--- src/rtl/fifo_rd_fwft.sv ---
// Read-side FWFT output stage: turns the pop interface (rinc/rempty/rdata) into a valid/ready stream.
// Optional synchronous flush port enabled by defining FWFT_FLUSH_EN.
module fifo_rd_fwft #(
    parameter int DSIZE      = 8,
    parameter int BUF_DEPTH  = 2,
    parameter int RD_LATENCY = 1
) (
    input  logic                           rclk,
    input  logic                           rrst_n,
    input  logic                           rempty,
    output logic                           rinc,
    input  logic [DSIZE-1:0]               rdata,
`ifdef FWFT_FLUSH_EN
    input  logic                           flush,
`endif
    output logic                           out_valid,
    input  logic                           out_ready,
    output logic [DSIZE-1:0]               out_data,
    output logic [$clog2(BUF_DEPTH+1)-1:0] level
);
    localparam int LW  = $clog2(BUF_DEPTH + 1);
    localparam int LW1 = LW + 1;
    localparam int PW  = $clog2(BUF_DEPTH);
    localparam logic [LW:0]   DEPTH_C  = LW1'(BUF_DEPTH);
    localparam logic [PW-1:0] LAST_PTR = PW'(BUF_DEPTH - 1);

    logic [DSIZE-1:0] mem [BUF_DEPTH];
    logic [PW-1:0]    head, tail;
    logic [LW-1:0]    occ;
    logic             inflight, arrive, deq, wr_en, flush_i;
    logic [LW:0]      committed;

    function automatic logic [PW-1:0] ptr_inc(input logic [PW-1:0] p);
        return (p == LAST_PTR) ? '0 : p + PW'(1);
    endfunction

    // Credits count both stored and in-flight words, net of the word leaving this cycle.
    assign deq       = out_valid & out_ready;
    assign committed = {1'b0, occ} + {{LW{1'b0}}, inflight} - {{LW{1'b0}}, deq};
    assign rinc      = rrst_n & ~rempty & ~flush_i & (committed < DEPTH_C);

    generate
        if (RD_LATENCY == 0) begin : g_lat0
            assign inflight = 1'b0;
            assign arrive   = rinc;
        end else begin : g_lat1
            logic inflight_q;
            always_ff @(posedge rclk or negedge rrst_n) begin
                if (!rrst_n) inflight_q <= 1'b0;
                else         inflight_q <= rinc;
            end
            assign inflight = inflight_q;
            assign arrive   = inflight_q;
        end
    endgenerate

`ifdef FWFT_FLUSH_EN
    // A word landing during flush belongs to the discarded stream.
    logic discard;
    assign flush_i = flush;
    assign discard = flush & arrive;
    assign wr_en   = arrive & ~discard;
`else
    assign flush_i = 1'b0;
    assign wr_en   = arrive;
`endif

    always_ff @(posedge rclk or negedge rrst_n) begin
        if (!rrst_n) begin
            head <= '0;
            tail <= '0;
            occ  <= '0;
            for (int i = 0; i < BUF_DEPTH; i++) mem[i] <= '0;
        end else if (flush_i) begin
            head <= '0;
            tail <= '0;
            occ  <= '0;
        end else begin
            if (wr_en) begin
                mem[tail] <= rdata;
                tail      <= ptr_inc(tail);
            end
            if (deq) head <= ptr_inc(head);
            occ <= occ + LW'(wr_en) - LW'(deq);
        end
    end

    assign out_valid = (occ != '0);
    assign out_data  = mem[head];
    assign level     = occ;

endmodule

--- config.mk ---
export PLATFORM = sky130hd
export DESIGN_NAME = fifo_rd_fwft
export DESIGN_NICKNAME = d
export VERILOG_FILES = /design/src/rtl/fifo_rd_fwft.sv
export SDC_FILE = /design/constraint.sdc
export NUM_CORES = 1
export LEC_CHECK = 0
export ABC_AREA = 1
export CAP_MARGIN = 30
export CORE_MARGIN = 4
export CORE_UTILIZATION = 54
export CTS_BUF_LIST = sky130_fd_sc_hd__clkbuf_4
export CTS_CLUSTER_SIZE = 20
export DETAILED_ROUTE_END_ITERATION = 12
export PLACE_DENSITY_LB_ADDON = 0.08
export SYNTH_ARGS = -nofsm -noshare
export SYNTH_HDL_FRONTEND = slang
export SYNTH_SLANG_ARGS = --single-unit
--- constraint.sdc ---
create_clock -name rclk -period 4.87 [get_ports rclk]
set_input_delay 0.974 -clock rclk [delete_from_list [all_inputs] [get_ports rclk]]
set_output_delay 0.974 -clock rclk [all_outputs]
set_load 0.005 [all_outputs]
# Word-level counts from Yosys, hierarchy flattened
# Cells that the tools add are included.
# totals
regBits	21
out_inout_bits	12
in_bits	12
elab_cells	32
# classes
magnitude_cmp	4
add_sub_neg	6
n_reduce_logical	2
bitwise_logic	6
muxes	8
# ops
operator	count
2-to-1 mux 8 bit	4
bitwise mux 16 bit	1
demux 8 bit (select 1 bit)	1
>= comparator 2 bit, second input constant	2
NOT 1 -> 2 bit	2
adder 2 x 1 -> 3 bit	1
bitwise AND 1 bit	3
less-than comparator 3 x 2 -> 1 bit, second input constant	1
subtractor 3 x 1 -> 3 bit	1
adder 1 bit, second input constant	2
adder 2 x 1 -> 2 bit	1
less-than comparator 2 x 1 -> 1 bit, second input constant	1
2-to-1 mux 1 bit	2
nonzero test 2 bit	1
subtractor 2 x 1 -> 2 bit	1
logical AND 1 bit	1
NOT 1 bit	1

# Longest topological paths before layout
# Gate-level depths: netlist of run 1.
# depth
depth_word	6
depth_mapped	9
depth_no_buf	9

# Worst setup path after synthesis of run 1
# Ideal clock, no wire load.
# synth_path
path_kind	input to output
from	input out_ready
to	output rinc
arrival_time_ns	2.280
required_ns	3.896
slack_ns	1.616
n_path_buf	0
path_stages	9
cell_sequence	o21ai_1 -> inv_1 -> ha_1 -> inv_1 -> ha_1 -> fa_1 -> inv_1 -> nand3b_1 -> nor2_1
# synth_via
elab_chain_cells	4
# synth_lines
element	line	source
start, declared	17	input logic out_ready,
bitwise AND 1 bit	38	assign deq = out_valid & out_ready;
net deq	30	logic inflight, arrive, deq, wr_en, flush_i;
subtractor 3 x 1 -> 3 bit	39	assign committed = {1'b0, occ} + {{LW{1'b0}}, inflight} - {{LW{1'b0}}, deq};
net committed[1]	31	logic [LW:0] committed;
less-than comparator 3 x 2 -> 1 bit	40	assign rinc = rrst_n & ~rempty & ~flush_i & (committed < DEPTH_C);
bitwise AND 1 bit	40	
end, declared	11	output logic rinc,
# The timed path passes the listed nets, and every way through them passes these cells.

# Final worst setup path of run 1
# Ends and elaborated chain as after synthesis.

==> flow_summary.yaml, run 1 <==
yosys:
  synthesis.area_mm2: 0.00102
  synth_seq_area_share: 0.515
  synth.ff_latch_count: 21
  syn_avg_cell_area_um2: 9.10
  synthCells: 112
  syn_nets: 127
  ys_warn_count: 0
  ys_types: 16
placed_design:
  gp_congestion: 0.775
  placed_area_mm2: 0.00126
  io_buffer_count: 23
  dp_hpwl_mm: 1.32
  dp_slack_ps: 522
floorplan:
  core-area_mm2: 0.00176
  ios: 24
  placementRows: 15
  dieArea_mm2: 0.00265
  die_x_um: 51.5
  die_y_um: 51.5
  start_util: 0.578
cts:
  cts_tree: "yes"
  htree_levels: 1
  clk_pin_slew_worst_paths_ps: 100
  cts_root_buf: "clkbuf_4"
  numCtsBuffers: 3
  post-cts-setup-buffer-count: 0
  clock_latency_ps: 310
  clk_path_buf_depth: 2
  ctsResizeCount: 0
  cts_hold_buf: 0
  cts_sinks: 21
timing:
  tns_ps: 0
  fin_hold_ws_ps: 491
  min_period_ps: 4360
  tightestPinTransition_ps: 422
  rsz0062_at_grt: "false"
  max_freq_mhz: 229
  fin_ws_ps: 509
  period_share: 0.896
  fin_skew_ps: 8.91
  slew_headroom: 0.717
  final-hold-violation-count: 0
  finalSetupViolCount: 0
  drv_slew: 0
route:
  viasPerCell: 4.66
  firstDrtPassIters: 4
  num_vias: 755
  drc_errors: 0
  drtIter0Drc: 25
  drt-total-wl_mm: 1.83
  wl_per_cell_um: 11.3
  ant_nets: 0
worst_setup_path:
  critPathSlowestCell: "clkdlybuf4s50_1"
  start_kind: "primary input"
  cp_num_buf_inv: 5
  cp_max_fo: 2
  slowest_delay_ps: 530
  critPathCaptureType: "primary output"
  critPathRequiredTime_ps: 3900
  crit_family: "buffers and inverters"
  crit_chain: "clkdlybuf4s50_1 > o21ai_1 > inv_1 > ha_1 > inv_1 > ha_1 > fa_1 > inv_1 > nand3b_1 > nor2_1 > clkdlybuf4s50_1"
  crit_type: "primary input to primary output"
  arrival_ps: 3390
  crit_top_cell: "inv_1"
layout:
  nNetsFinal: 153
  n_antenna_cell: 0
  area_growth_pct: 26.3
  drive_gt1_frac: 0.190
  post-route-cell-area_mm2: 0.00129
power:
  vdd_drop_max_v: 0.000416
  powerDensity_mw_per_mm2: 655
  power_leakage_nw: 0.658
global_routing:
  antenna_found_initial: 0
  grt_pass1_wl_mm: 3.13
  first_global_vias: 728
  grt_max_degree: 23
  track_usage: 0.162
  overflow: 0
run_status:
  status: "finished, final reports clean"
run:
  cap_violations: 0
min_path:
  min_path_type: "flip-flop to flip-flop"
[metrics by stage]
step	cells	utilization	total power, mW
2_1_floorplan	112	-	0.578
3_3_place_gp	158	0.713	0.744
4_1_cts	162	0.730	0.853
3_5_place_dp	158	0.713	0.765
6_report	162	0.730	0.844
5_1_grt	162	0.730	0.922
[synth_stat cells]
cell type	n	area (um^2)
xnor2_1	1	8.76
nand2_2	3	18.8
nand3_1	1	5.00
buf_2	1	5.00
nand3b_1	1	7.51
ha_1	2	25.0
dfrtp_1	21	526
nand2_1	44	165
o21ai_2	16	140
fa_1	1	20.0
inv_1	15	56.3
buf_8	1	15.0
buf_6	1	11.3
inv_2	2	7.51
nor2_1	1	3.75
o21ai_1	1	5.00
[layout make-up]
| cell class | instances | area (um^2) |
|---|---|---|
| Sequential cell | 21 | 526 |
| Fill cell | 150 | 477 |
| Multi-Input combinational cell | 71 | 399 |
| Timing Repair Buffer | 24 | 238 |
| Inverter | 17 | 63.8 |
| Tap cell | 25 | 31.3 |
| Clock buffer | 4 | 30.0 |
[path summary, 6_finish.rpt]
kind,startpoint,slack (ps),cells past startpoint,to
setup / recovery,out_ready,510,11,rinc
hold / removal,mem[6],490,2,mem[6]
setup reg to reg,level[1],2820,9,arrive
hold reg to reg,mem[6],490,2,mem[6]
max in group asynchronous,rrst_n,3660,2,mem[15]
min in group asynchronous,rrst_n,990,2,mem[9]
[state kept, by name, summed over array words and instances, names as in the netlist]
signal,cells
mem,16
level,2
arrive,1
head,1
tail,1
[per-layer routing]
| layer | global-route usage | part of all wire | routed length, um | vias to the layer above |
|---|---|---|---|---|
| li1 | - | - | - | 392 |
| met1 | 0.192 | 0.45 | 830 | 339 |
| met2 | 0.280 | 0.48 | 887 | 19 |
| met3 | 0.0350 | 0.047 | 86 | 5 |
| met4 | 0.0655 | 0.016 | 29 | 0 |
| met5 | 0 | 0 | 0 | - |
[tightest hold or removal path: stages (launching register included)]
cell	delay, ps
dfrtp_1	360
nand2_1	60
o21ai_2	50
[where the power goes]
group / leakage, nW / total, mW / internal (mW) / switching [mW]
combinational: 0.388 / 0.425 / 0.231 / 0.194
sequential: 0.251 / 0.330 / 0.264 / 0.0665
clock: 0.0184 / 0.0888 / 0.0376 / 0.0512
[cell usage in the layout (no fill, tap or decap)]
| master | count |
|---|---|
| nand3_1 | 1 |
| o21ai_2 | 16 |
| dfrtp_1 | 21 |
| fa_1 | 1 |
| inv_1 | 15 |
| o21ai_1 | 1 |
| ha_1 | 2 |
| buf_4 | 1 |
| nand2_2 | 3 |
| clkbuf_4 | 4 |
| nand3b_1 | 1 |
| clkdlybuf4s50_1 | 23 |
| inv_2 | 2 |
| xnor2_1 | 1 |
| nand2_1 | 44 |
| nor2_1 | 1 |
[cell families (layout without fill, tap and decap cells)]
group,after synthesis,count (layout),share of synthesized area
AO/OA/AOI/OAI,17,17,0.142
adder cells (fa/ha/maj),3,3,0.0442
XOR/XNOR,1,1,0.00859
flip-flops,21,21,0.515
AND/OR/NAND/NOR,50,50,0.196
buffers and inverters,20,45,0.0932
Power figures use the tool's default switching activity.
==> run 2, diff against run 1 <==
--- a/config.mk
+++ b/config.mk
@@ -13,6 +13,7 @@
 export CTS_CLUSTER_SIZE = 20
 export DETAILED_ROUTE_END_ITERATION = 12
 export PLACE_DENSITY_LB_ADDON = 0.08
+export SLEW_MARGIN = 15
 export SYNTH_ARGS = -nofsm -noshare
 export SYNTH_HDL_FRONTEND = slang
 export SYNTH_SLANG_ARGS = --single-unit
==> results of run 2 <==
Final layout, timing and power as in run 1 (identical DEF).
